--- src/rtl/tc_operand_loader_pkg.sv ---
// Shared constants and types for the tensor-core operand loader.
// Element widths alias the project-wide format defines; defaults are
// supplied here when the including build does not provide them.
`ifndef XLEN_FP9E5M3
`define XLEN_FP9E5M3 9
`endif
`ifndef XLEN_FP8
`define XLEN_FP8 8
`endif
`ifndef DEPTH_WARP
`define DEPTH_WARP 5
`endif

package tc_operand_loader_pkg;

    localparam int SHAPE_M  = 8;
    localparam int SHAPE_K  = 8;
    localparam int SHAPE_N  = 8;
    localparam int ELEM_W   = `XLEN_FP9E5M3;
    localparam int C_W      = `XLEN_FP8;
    localparam int WARP_W   = `DEPTH_WARP;

    // One beat carries a full A row / B column, or a C row in its low bits.
    localparam int ROW_AB_W = SHAPE_K * ELEM_W;
    localparam int ROW_C_W  = SHAPE_N * C_W;

    // Phase lengths in beats, and the counter wide enough for the longest.
    localparam int LEN_A    = SHAPE_M;
    localparam int LEN_B    = SHAPE_N;
    localparam int LEN_C    = SHAPE_M;
    localparam int LEN_MAX  = (SHAPE_M > SHAPE_N) ? SHAPE_M : SHAPE_N;
    localparam int CNT_W    = (LEN_MAX > 1) ? $clog2(LEN_MAX) : 1;

    typedef enum logic [1:0] {
        LOAD_A = 2'd0,
        LOAD_B = 2'd1,
        LOAD_C = 2'd2,
        ISSUE  = 2'd3
    } tc_state_e;

    // Per-tile control captured with the first A beat.
    typedef struct packed {
        logic [2:0]        rm;
        logic [4:0]        type_ab;
        logic [2:0]        type_ab_sub;
        logic [4:0]        type_cd;
        logic [7:0]        reg_idxw;
        logic [WARP_W-1:0] warpid;
    } tc_ctrl_t;

endpackage

--- src/rtl/tc_operand_loader_if.sv ---
// Beat-side and array-side signals of the operand loader.
// slave: the loader itself; master: the register-read path / MMA array side.
interface tc_operand_loader_if;
    import tc_operand_loader_pkg::*;

    logic                        beat_valid_i;
    logic                        beat_ready_o;
    logic [ROW_AB_W-1:0]         beat_data_i;
    logic                        abort_i;

    logic [2:0]                  rm_i;
    logic [4:0]                  type_ab_i;
    logic [2:0]                  type_ab_sub_i;
    logic [4:0]                  type_cd_i;
    logic [7:0]                  reg_idxw_i;
    logic [WARP_W-1:0]           warpid_i;
    logic                        czero_i;

    logic [SHAPE_M*ROW_AB_W-1:0] a_o;
    logic [SHAPE_N*ROW_AB_W-1:0] b_o;
    logic [SHAPE_M*ROW_C_W-1:0]  c_o;

    logic [2:0]                  rm_o;
    logic [4:0]                  type_ab_o;
    logic [2:0]                  type_ab_sub_o;
    logic [4:0]                  type_cd_o;
    logic [7:0]                  reg_idxw_o;
    logic [WARP_W-1:0]           warpid_o;

    logic                        out_valid_o;
    logic                        out_ready_i;

    modport slave (
        input  beat_valid_i, beat_data_i, abort_i,
        input  rm_i, type_ab_i, type_ab_sub_i, type_cd_i, reg_idxw_i, warpid_i, czero_i,
        input  out_ready_i,
        output beat_ready_o, a_o, b_o, c_o,
        output rm_o, type_ab_o, type_ab_sub_o, type_cd_o, reg_idxw_o, warpid_o,
        output out_valid_o
    );

    modport master (
        output beat_valid_i, beat_data_i, abort_i,
        output rm_i, type_ab_i, type_ab_sub_i, type_cd_i, reg_idxw_i, warpid_i, czero_i,
        output out_ready_i,
        input  beat_ready_o, a_o, b_o, c_o,
        input  rm_o, type_ab_o, type_ab_sub_o, type_cd_o, reg_idxw_o, warpid_o,
        input  out_valid_o
    );

endinterface

--- src/rtl/tc_tile_regfile.sv ---
// Packed tile register with indexed whole-row write.
// Row r occupies bits [(r+1)*ROW_W-1 : r*ROW_W] of tile_o.
module tc_tile_regfile #(
    parameter int ROWS  = 8,
    parameter int ROW_W = 72,
    parameter int IDX_W = 3
) (
    input  logic                  clk,
    input  logic                  rst_n,
    input  logic                  we_i,
    input  logic [IDX_W-1:0]      idx_i,
    input  logic [ROW_W-1:0]      row_i,
    output logic [ROWS*ROW_W-1:0] tile_o
);

    logic [ROWS-1:0][ROW_W-1:0] tile_q, tile_d;

    // Replace the addressed row, hold all others.
    always_comb begin
        tile_d = tile_q;
        if (we_i) begin
            tile_d[idx_i] = row_i;
        end
    end

    // Tile storage; cleared only by reset, never after issue.
    always_ff @(posedge clk or negedge rst_n) begin
        if (!rst_n) begin
            tile_q <= '0;
        end else begin
            tile_q <= tile_d;
        end
    end

    assign tile_o = tile_q;

endmodule

--- src/rtl/tc_operand_loader.sv ---
// Tensor-core operand loader: collects A rows, B columns and C rows one
// beat at a time, then presents the whole tile to the MMA array.
// Optional feature macro: TC_LOADER_CZERO_EN (skip C load, drive C as zero).
module tc_operand_loader
    import tc_operand_loader_pkg::*;
(
    input  logic              clk,
    input  logic              rst_n,
    tc_operand_loader_if.slave bus
);

    tc_state_e         state_q, state_d;
    logic [CNT_W-1:0]  cnt_q, cnt_d;
    tc_ctrl_t          ctrl_q, ctrl_d;

    logic              beat_acc;
    logic              first_a;
    logic              skip_c;
    logic [SHAPE_M*ROW_C_W-1:0] c_tile;

    // Ready/valid are pure state decodes so they never glitch on inputs.
    assign bus.beat_ready_o = (state_q != ISSUE);
    assign bus.out_valid_o  = (state_q == ISSUE);

    // Abort drops any beat offered in the same cycle.
    assign beat_acc = bus.beat_valid_i & bus.beat_ready_o & ~bus.abort_i;
    assign first_a  = beat_acc && (state_q == LOAD_A) && (cnt_q == '0);

`ifdef TC_LOADER_CZERO_EN
    logic czero_q, czero_d;

    // Zero-C request follows the tile control: captured on the first A beat.
    always_comb begin
        czero_d = czero_q;
        if (first_a) begin
            czero_d = bus.czero_i;
        end
    end

    // Zero-C flag register.
    always_ff @(posedge clk or negedge rst_n) begin
        if (!rst_n) begin
            czero_q <= 1'b0;
        end else begin
            czero_q <= czero_d;
        end
    end

    assign skip_c  = czero_q;
    assign bus.c_o = czero_q ? '0 : c_tile;
`else
    logic unused_czero;
    assign unused_czero = bus.czero_i;
    assign skip_c       = 1'b0;
    assign bus.c_o      = c_tile;
`endif

    // Phase sequencing and beat counting; abort overrides everything.
    always_comb begin
        state_d = state_q;
        cnt_d   = cnt_q;
        if (bus.abort_i) begin
            state_d = LOAD_A;
            cnt_d   = '0;
        end else begin
            case (state_q)
                LOAD_A: begin
                    if (beat_acc) begin
                        if (cnt_q == CNT_W'(LEN_A - 1)) begin
                            state_d = LOAD_B;
                            cnt_d   = '0;
                        end else begin
                            cnt_d = cnt_q + CNT_W'(1);
                        end
                    end
                end
                LOAD_B: begin
                    if (beat_acc) begin
                        if (cnt_q == CNT_W'(LEN_B - 1)) begin
                            state_d = skip_c ? ISSUE : LOAD_C;
                            cnt_d   = '0;
                        end else begin
                            cnt_d = cnt_q + CNT_W'(1);
                        end
                    end
                end
                LOAD_C: begin
                    if (beat_acc) begin
                        if (cnt_q == CNT_W'(LEN_C - 1)) begin
                            state_d = ISSUE;
                            cnt_d   = '0;
                        end else begin
                            cnt_d = cnt_q + CNT_W'(1);
                        end
                    end
                end
                ISSUE: begin
                    if (bus.out_ready_i) begin
                        state_d = LOAD_A;
                        cnt_d   = '0;
                    end
                end
                default: begin
                    state_d = LOAD_A;
                    cnt_d   = '0;
                end
            endcase
        end
    end

    // State and beat counter registers.
    always_ff @(posedge clk or negedge rst_n) begin
        if (!rst_n) begin
            state_q <= LOAD_A;
            cnt_q   <= '0;
        end else begin
            state_q <= state_d;
            cnt_q   <= cnt_d;
        end
    end

    // Tile control is taken from the first A beat only.
    always_comb begin
        ctrl_d = ctrl_q;
        if (first_a) begin
            ctrl_d.rm          = bus.rm_i;
            ctrl_d.type_ab     = bus.type_ab_i;
            ctrl_d.type_ab_sub = bus.type_ab_sub_i;
            ctrl_d.type_cd     = bus.type_cd_i;
            ctrl_d.reg_idxw    = bus.reg_idxw_i;
            ctrl_d.warpid      = bus.warpid_i;
        end
    end

    // Control field register.
    always_ff @(posedge clk or negedge rst_n) begin
        if (!rst_n) begin
            ctrl_q <= '0;
        end else begin
            ctrl_q <= ctrl_d;
        end
    end

    assign bus.rm_o          = ctrl_q.rm;
    assign bus.type_ab_o     = ctrl_q.type_ab;
    assign bus.type_ab_sub_o = ctrl_q.type_ab_sub;
    assign bus.type_cd_o     = ctrl_q.type_cd;
    assign bus.reg_idxw_o    = ctrl_q.reg_idxw;
    assign bus.warpid_o      = ctrl_q.warpid;

    tc_tile_regfile #(
        .ROWS  (SHAPE_M),
        .ROW_W (ROW_AB_W),
        .IDX_W (CNT_W)
    ) u_tile_a (
        .clk    (clk),
        .rst_n  (rst_n),
        .we_i   (beat_acc && (state_q == LOAD_A)),
        .idx_i  (cnt_q),
        .row_i  (bus.beat_data_i),
        .tile_o (bus.a_o)
    );

    tc_tile_regfile #(
        .ROWS  (SHAPE_N),
        .ROW_W (ROW_AB_W),
        .IDX_W (CNT_W)
    ) u_tile_b (
        .clk    (clk),
        .rst_n  (rst_n),
        .we_i   (beat_acc && (state_q == LOAD_B)),
        .idx_i  (cnt_q),
        .row_i  (bus.beat_data_i),
        .tile_o (bus.b_o)
    );

    tc_tile_regfile #(
        .ROWS  (SHAPE_M),
        .ROW_W (ROW_C_W),
        .IDX_W (CNT_W)
    ) u_tile_c (
        .clk    (clk),
        .rst_n  (rst_n),
        .we_i   (beat_acc && (state_q == LOAD_C)),
        .idx_i  (cnt_q),
        .row_i  (bus.beat_data_i[ROW_C_W-1:0]),
        .tile_o (c_tile)
    );

endmodule
--- src/flat_wrapper.sv ---
// flat-port wrapper written by rule: the top's interface ports become plain ports
module tc_operand_loader_flat import tc_operand_loader_pkg::*;
  (clk, rst_n, bus_beat_valid_i, bus_beat_data_i, bus_abort_i, bus_rm_i, bus_type_ab_i, bus_type_ab_sub_i, bus_type_cd_i, bus_reg_idxw_i, bus_warpid_i, bus_czero_i, bus_out_ready_i, bus_beat_ready_o, bus_a_o, bus_b_o, bus_c_o, bus_rm_o, bus_type_ab_o, bus_type_ab_sub_o, bus_type_cd_o, bus_reg_idxw_o, bus_warpid_o, bus_out_valid_o);
  tc_operand_loader_if bus_i ();
  input  logic clk;
  input  logic rst_n;
  input wire logic [$bits(bus_i.beat_valid_i)-1:0] bus_beat_valid_i;
  input wire logic [$bits(bus_i.beat_data_i)-1:0] bus_beat_data_i;
  input wire logic [$bits(bus_i.abort_i)-1:0] bus_abort_i;
  input wire logic [$bits(bus_i.rm_i)-1:0] bus_rm_i;
  input wire logic [$bits(bus_i.type_ab_i)-1:0] bus_type_ab_i;
  input wire logic [$bits(bus_i.type_ab_sub_i)-1:0] bus_type_ab_sub_i;
  input wire logic [$bits(bus_i.type_cd_i)-1:0] bus_type_cd_i;
  input wire logic [$bits(bus_i.reg_idxw_i)-1:0] bus_reg_idxw_i;
  input wire logic [$bits(bus_i.warpid_i)-1:0] bus_warpid_i;
  input wire logic [$bits(bus_i.czero_i)-1:0] bus_czero_i;
  input wire logic [$bits(bus_i.out_ready_i)-1:0] bus_out_ready_i;
  output wire logic [$bits(bus_i.beat_ready_o)-1:0] bus_beat_ready_o;
  output wire logic [$bits(bus_i.a_o)-1:0] bus_a_o;
  output wire logic [$bits(bus_i.b_o)-1:0] bus_b_o;
  output wire logic [$bits(bus_i.c_o)-1:0] bus_c_o;
  output wire logic [$bits(bus_i.rm_o)-1:0] bus_rm_o;
  output wire logic [$bits(bus_i.type_ab_o)-1:0] bus_type_ab_o;
  output wire logic [$bits(bus_i.type_ab_sub_o)-1:0] bus_type_ab_sub_o;
  output wire logic [$bits(bus_i.type_cd_o)-1:0] bus_type_cd_o;
  output wire logic [$bits(bus_i.reg_idxw_o)-1:0] bus_reg_idxw_o;
  output wire logic [$bits(bus_i.warpid_o)-1:0] bus_warpid_o;
  output wire logic [$bits(bus_i.out_valid_o)-1:0] bus_out_valid_o;
  assign bus_i.beat_valid_i = bus_beat_valid_i;
  assign bus_i.beat_data_i = bus_beat_data_i;
  assign bus_i.abort_i = bus_abort_i;
  assign bus_i.rm_i = bus_rm_i;
  assign bus_i.type_ab_i = bus_type_ab_i;
  assign bus_i.type_ab_sub_i = bus_type_ab_sub_i;
  assign bus_i.type_cd_i = bus_type_cd_i;
  assign bus_i.reg_idxw_i = bus_reg_idxw_i;
  assign bus_i.warpid_i = bus_warpid_i;
  assign bus_i.czero_i = bus_czero_i;
  assign bus_i.out_ready_i = bus_out_ready_i;
  assign bus_beat_ready_o = bus_i.beat_ready_o;
  assign bus_a_o = bus_i.a_o;
  assign bus_b_o = bus_i.b_o;
  assign bus_c_o = bus_i.c_o;
  assign bus_rm_o = bus_i.rm_o;
  assign bus_type_ab_o = bus_i.type_ab_o;
  assign bus_type_ab_sub_o = bus_i.type_ab_sub_o;
  assign bus_type_cd_o = bus_i.type_cd_o;
  assign bus_reg_idxw_o = bus_i.reg_idxw_o;
  assign bus_warpid_o = bus_i.warpid_o;
  assign bus_out_valid_o = bus_i.out_valid_o;
  tc_operand_loader u_core (.clk(clk), .rst_n(rst_n), .bus(bus_i));
endmodule
--- config.mk ---
export PLATFORM = sky130hd
export DESIGN_NAME = tc_operand_loader_flat
export DESIGN_NICKNAME = d
export VERILOG_FILES = /design/src/rtl/tc_operand_loader_pkg.sv /design/src/rtl/tc_operand_loader_if.sv /design/src/rtl/tc_tile_regfile.sv /design/src/rtl/tc_operand_loader.sv /design/src/flat_wrapper.sv
export SDC_FILE = /design/constraint.sdc
export NUM_CORES = 2
export LEC_CHECK = 0
export CELL_PAD_IN_SITES_DETAIL_PLACEMENT = 1
export CELL_PAD_IN_SITES_GLOBAL_PLACEMENT = 1
export CORE_AREA = 8 8 692 694
export DETAILED_ROUTE_END_ITERATION = 12
export DIE_AREA = 0 0 700 702
export PLACE_DENSITY = 0.45
export SLEW_MARGIN = 5
export SYNTH_ARGS = -nofsm -noshare
export SYNTH_HDL_FRONTEND = slang
export SYNTH_HIERARCHICAL = 1
export SYNTH_SLANG_ARGS = --single-unit
--- constraint.sdc ---
create_clock -name clk -period 5.5 [get_ports clk]
set_clock_uncertainty 0.15 [all_clocks]
set_input_delay 1.65 -clock clk [delete_from_list [all_inputs] [get_ports clk]]
set_output_delay 1.65 -clock clk [all_outputs]
set_load 0.02 [all_outputs]
* After elaboration in Yosys (flattened, before gate mapping) *
Index checks and enable logic that the tools add are counted.

word-level totals
  bits in registers = 1698
  bits in latches = 0
  memory bits (writable) = 0
  memory bits (read-only) = 0
  input bits = 107
  word-level logic and storage cells = 82
  memories kept = 0

operators by class
  $add $sub $neg = 1
  multipliers = 0
  divide/modulo/power cells = 0
  $lt $le $gt $ge = 2
  eq/ne operators = 13
  shifts and indexed selects = 0
  mux-type cells = 21
  bitwise operators = 3
  reduce and logical (&&, ||, !) cells = 10

operators by type and width
  kind                                                                number
  bitwise mux 576 bit                                                 2
  bitwise mux 512 bit                                                 1
  demux 72 bit (select 3 bit)                                         1
  demux 64 bit (select 3 bit)                                         1
  2-to-1 mux 72 bit                                                   1
  2-to-1 mux 64 bit                                                   1
  != test 3 x 2 -> 1 bit (second input constant)                      6
  2-to-1 mux 2 bit                                                    8
  2-to-1 mux 3 bit                                                    4
  one-hot mux 2 bit (4 select lines)                                  1
  AND reduction 7 bit                                                 1
  one-hot mux 3 bit (2 select lines)                                  1
  logical AND 1 bit                                                   5
  == test 2 bit (second input constant)                               2
  < comparator 3 x 4 -> 1 bit (second input constant)                 1
  adder 3 x 1 -> 3 bit (second input constant)                        1
  == test 3 bit (second input constant)                               1
  greater-or-equal comparator 3 x 1 -> 1 bit (second input constant)  1
  zero test 3 bit                                                     1
  != test 3 x 1 -> 1 bit (second input constant)                      1
  != test 3 bit (second input constant)                               1
  OR reduction 3 bit                                                  1
  bitwise AND 1 bit                                                   2
  == test 2 x 1 -> 1 bit (second input constant)                      1
  4 further kinds                                                     4

* Longest topological paths before layout *
  depth in word-level cells = 6
  depth in mapped cells = 7
  mapped depth without buffers = 5

* Cells and area by module *
The synthesis kept the hierarchy.

by module, submodules not included
  module                                  instances  cells each  area an instance (µm²)  seq. area each (µm²)
  tc_tile_regfile at u_core.u_tile_a ...  2          1223        21496.9                 14413.8
  tc_tile_regfile at u_core.u_tile_c      1          1087        19177.1                 12812.3
  tc_operand_loader                       1          104         1531.5                  850.8

* Least setup slack after synthesis *
OpenSTA, ideal clock, no wires.

  path type = input-to-reg
  start point = input bus_abort_i
  end point = register u_core.u_tile_c.tile_q (netlist bit u_core/u_tile_c/tile_o[10])
  arrival = 3.178 ns
  required time = 5.225 ns
  path slack = 2.047 ns
  stages on the path = 7
  buffers on the path = 3
  path through = buf_4 > nor3b_4 > and2_1 > nor4b_1 > buf_4 > buf_6 > mux2_2

between the ends
  word-level cells in the longest chain between the ends = 3

ends and longest elaborated chain
  what                  RTL line                  RTL
  start, declared       flat_wrapper.sv:9         input wire logic [$bits(bus_i.abort_i)-1:0] bus_abort_i;
  inverter 1 bit        tc_operand_loader.sv:26   assign beat_acc = bus.beat_valid_i & bus.beat_ready_o & ~bus.abort_i;
  bitwise AND 1 bit     tc_operand_loader.sv:26
  logical AND 1 bit     tc_operand_loader.sv:184  .we_i (beat_acc && (state_q == LOAD_C)),
  end signal, assigned  tc_tile_regfile.sv:31     tile_q <= tile_d;
  end, declared         tc_tile_regfile.sv:16     logic [ROWS-1:0][ROW_W-1:0] tile_q, tile_d;

No other way between the ends.
A chain may end at the register's enable or synchronous reset.

* Worst setup path after layout *
  start point = register u_core.state_q[1]
  end point = output bus_out_valid_o

between the ends
  word-level cells in the longest chain between the ends = 1

ends and longest elaborated chain
  what                    RTL line                  RTL
  start, declared         tc_operand_loader.sv:12   tc_state_e state_q, state_d;
  start signal, assigned  tc_operand_loader.sv:117  state_q <= state_d;
  == test 2 bit           tc_operand_loader.sv:23   assign bus.out_valid_o = (state_q == ISSUE);
  end, declared           flat_wrapper.sv:28        output wire logic [$bits(bus_i.out_valid_o)-1:0] bus_out_valid_o;

No other way between the ends.

==> summary.md <==
| Metric | Value |
|---|---|
| Slowest Stage Delay on Critical Path | `1.04 ns` |
| Hold Worst Slack | `0.335 ns` |
| Largest family of logic cells by synthesized area | `multiplexers` |
| Clock slew at reported path FFs | `approximately 0.06 ns` |
| Core area | `between 0.4 and 0.5 sq mm` |
| CTS HTree Levels | `4` |
| Dpl ws | `~0.50 ns` |
| Nets | `roughly 5.7k` |
| Max-cap violation count | `0` |
| Outcome | `complete, no violations` |
| HPWL Detailed | `about 240000 um` |
| CTS sink count | `1698` |
| Drt total wl | `338000 um` |
| Post-DRT Antenna Nets | `0` |
| Die area | `approximately 0.49 sq mm` |
| Crit path max-delay cell type | `clkdlybuf4s50_1` |
| Most common cell after layout, fill and taps aside | `clkdlybuf4s50_1` |
| Vias | `around 41k` |
| Max FO, Critical Path | `6` |
| Peak supply drop | `about 0.00025 V` |
| Static leakage | `~44 nW` |
| Multi-input gate area | `between 0.015 and 0.02 sq mm` |
| Final setup viols | `0` |
| DRC Markers | `0` |
| Total power draw | `36.9 mW` |
| Number of fill cells | `about 52k` |
| Fmax | `0.226 GHz` |
| Final min period | `4.43 ns` |
| Hold violation count in the final report | `0` |
| Worst setup EP type | `output pin` |
| Complex-gate fraction of the synthesized area | `0.000432` |
| Die Width | `~700 um` |
| Fin worst setup slack | `1.07 ns` |
| Critical Path Source Type | `register` |
| Layout cells sized above 1 | `0.356` |
| CTS Buffer Depth | `4` |
| Power per cell area | `approximately 380 mW/mm^2` |
| Max-slew headroom | `0.265` |
| Cell breakdown of the critical path | `ha_1, clkdlybuf4s50_1` |
| Avg WL per Cell | `~28 um` |
| Synth Instances | `between 3k and 4k` |
| Post-synthesis area per instance | `approximately 18 sq um` |
| Ys Warns | `6` |
| CTS tree | `yes` |
| Commonest cells after routing, fill and taps aside | `clkdlybuf4s50_1 (1753), dfrtp_1 (1698), mux2_2 (1500)` |
| CTS Hold Bufs | `0` |
| Post-CTS Resized | `0` |
| RSZ-0062 raised after global routing | `no` |
| TNS Setup | `0 ns` |
| Kind of critical path | `register to output pin` |
| Drt pass-1 iters | `4` |
| Initial drt markers | `between 1.5k and 2k` |
| Die H | `702 um` |
| Multiplexer share of the synthesized area | `0.301` |
| Synth Area in Adders | `0.00137` |
| Number of library cell types mapped by synthesis | `26` |
| Sequential area share after synthesis | `0.667` |
| Row cnt | `between 200 and 300` |
| GP Congestion | `0.732` |
| Area delta synth->final | `51.8%` |
| Type of the worst min-delay path | `register to register` |
| Synthesized cell area | `between 0.06 and 0.07 sq mm` |
| CTS buffer count | `around 210` |
| Initial Util | `0.136` |
| Register area | `approximately 0.042 sq mm` |
| CP arrival | `about 2.6 ns` |
| FF+latch count, synth | `1698` |
| Post-layout util | `0.206` |
| First-pass GRT wire length | `448000 um` |
| Setup Buffers After CTS | `0` |
| # IOs | `1802` |
| Vias in the first global route | `46.2k` |
| Total gr overflow | `0` |
| Initial antenna violation count | `60` |
| Final Cycle Share | `0.805` |
| Critical Path RT | `between 3 and 4 ns` |
| Post-synthesis xor/xnor area fraction | `0` |
| Total routing usage reported by global routing | `0.132` |
| Port Buffers | `approximately 1.8k` |
| Largest net degree at the start of global routing | `approximately 120` |
| Final Max Tran Viols | `0` |
| Worst Tran Pin Value | `about 1.1 ns` |
| Clock Latency Late Sink | `roughly 0.84 ns` |
| Vias per cell | `~3.4` |
| Syn nets | `between 3k and 4k` |
| Simple-gate share of the synthesized area | `0.00566` |
| Root Driver | `clkbuf_16` |
==> cell type report <==
type	instances	share of cell area
Tap cell	6223	0.0805
Sequential cell	1698	0.439
Multi-Input combinational cell	1749	0.204
Timing Repair Buffer	1951	0.201
Clock inverter	71	0.0105
Antenna cell	25	0.000647
Inverter	5	0.000194
Clock buffer	303	0.0638
==> state kept, by name (all words and copies together), names as in the netlist <==
register,flops
u_core/state_q,2
u_core/bus.type_cd_o,5
u_core/bus.type_ab_sub_o,3
u_core/bus.warpid_o,5
u_core/u_tile_a/tile_o,576
u_core/u_tile_b/tile_o,576
u_core/u_tile_c/tile_o,512
u_core/bus.reg_idxw_o,8
u_core/bus.type_ab_o,5
u_core/cnt_q,3
u_core/bus.rm_o,3
==> critical path, delay by kind of cell (launching register included) <==
family,cells,cell delay [ns]
buf+inv,1,1.04
flops,1,0.40
fa+ha+maj,1,0.33
==> report_power, final <==
group	total, mW	internal [mW]	switching (mW)
combinational	7.71	3.43	4.27
sequential	14.6	13.9	0.761
clock	14.5	8.64	5.90
==> per-layer routing <==
layer | vias to the layer above | wire, um | GRT usage
li1 | 17000 | - | -
met1 | 22000 | 119000 | 0.141
met2 | 1481 | 176000 | 0.242
met3 | 428 | 29900 | 0.0465
met4 | 4 | 12400 | 0.0443
met5 | - | 25 | 0
==> final timing paths <==
kind | startpoint | to | slack [ns] | cells past startpoint
worst max-delay path | u_core/state_q[1] | bus_out_valid_o | 1.07 | 2
min in group asynchronous | rst_n | u_core/u_tile_a/tile_o[467] | 0.68 | 1
worst min register to register | u_core/u_tile_c/tile_o[297] | u_core/u_tile_c/tile_o[297] | 0.33 | 1
worst min-delay path | u_core/u_tile_c/tile_o[297] | u_core/u_tile_c/tile_o[297] | 0.33 | 1
worst max register to register | u_core/state_q[0] | u_core/u_tile_b/tile_o[181] | 2.28 | 6
max in group asynchronous | rst_n | u_core/u_tile_a/tile_o[537] | 3.12 | 3
==> logic make-up after synthesis <==
logic type | after synthesis
buffers and inverters | 190
and+or+nand+nor | 41
adders and majority gates | 7
muxes | 1697
DFF | 1698
AOI/OAI and AO/OA | 4
==> per-stage QoR <==
step / area [sq um] / std cells
final: 96700 / 12000
after global routing: 96600 / 12000
after CTS: 96600 / 12000
after detailed placement: 89400 / 11600
after global placement: 89400 / 11600
after floorplan: 63700 / 3637
==> synth_stat cells <==
library cell,instances,share of area
or3_1,1,0.000098
mux2_1,185,0.033
buf_6,73,0.013
and2_1,3,0.00029
a32oi_1,2,0.00028
nand2b_1,2,0.00020
dfrtp_1,1698,0.67
nand4b_1,10,0.0014
nand2_1,2,0.00012
nor2b_1,1,0.000098
a21oi_1,2,0.00016
buf_2,90,0.0071
inv_1,5,0.00029
mux2i_1,2,0.00031
nor4b_1,3,0.00041
nand3b_1,1,0.00012
mux2_4,10,0.0024
buf_8,18,0.0042
nand4_2,3,0.00059
buf_4,4,0.00047
and4bb_1,3,0.00059
and4bb_2,6,0.0012
ha_1,7,0.0014
nor2_1,5,0.00029
mux2_2,1500,0.27
nor3b_4,1,0.00029
(Power assumes the default switching activity.)
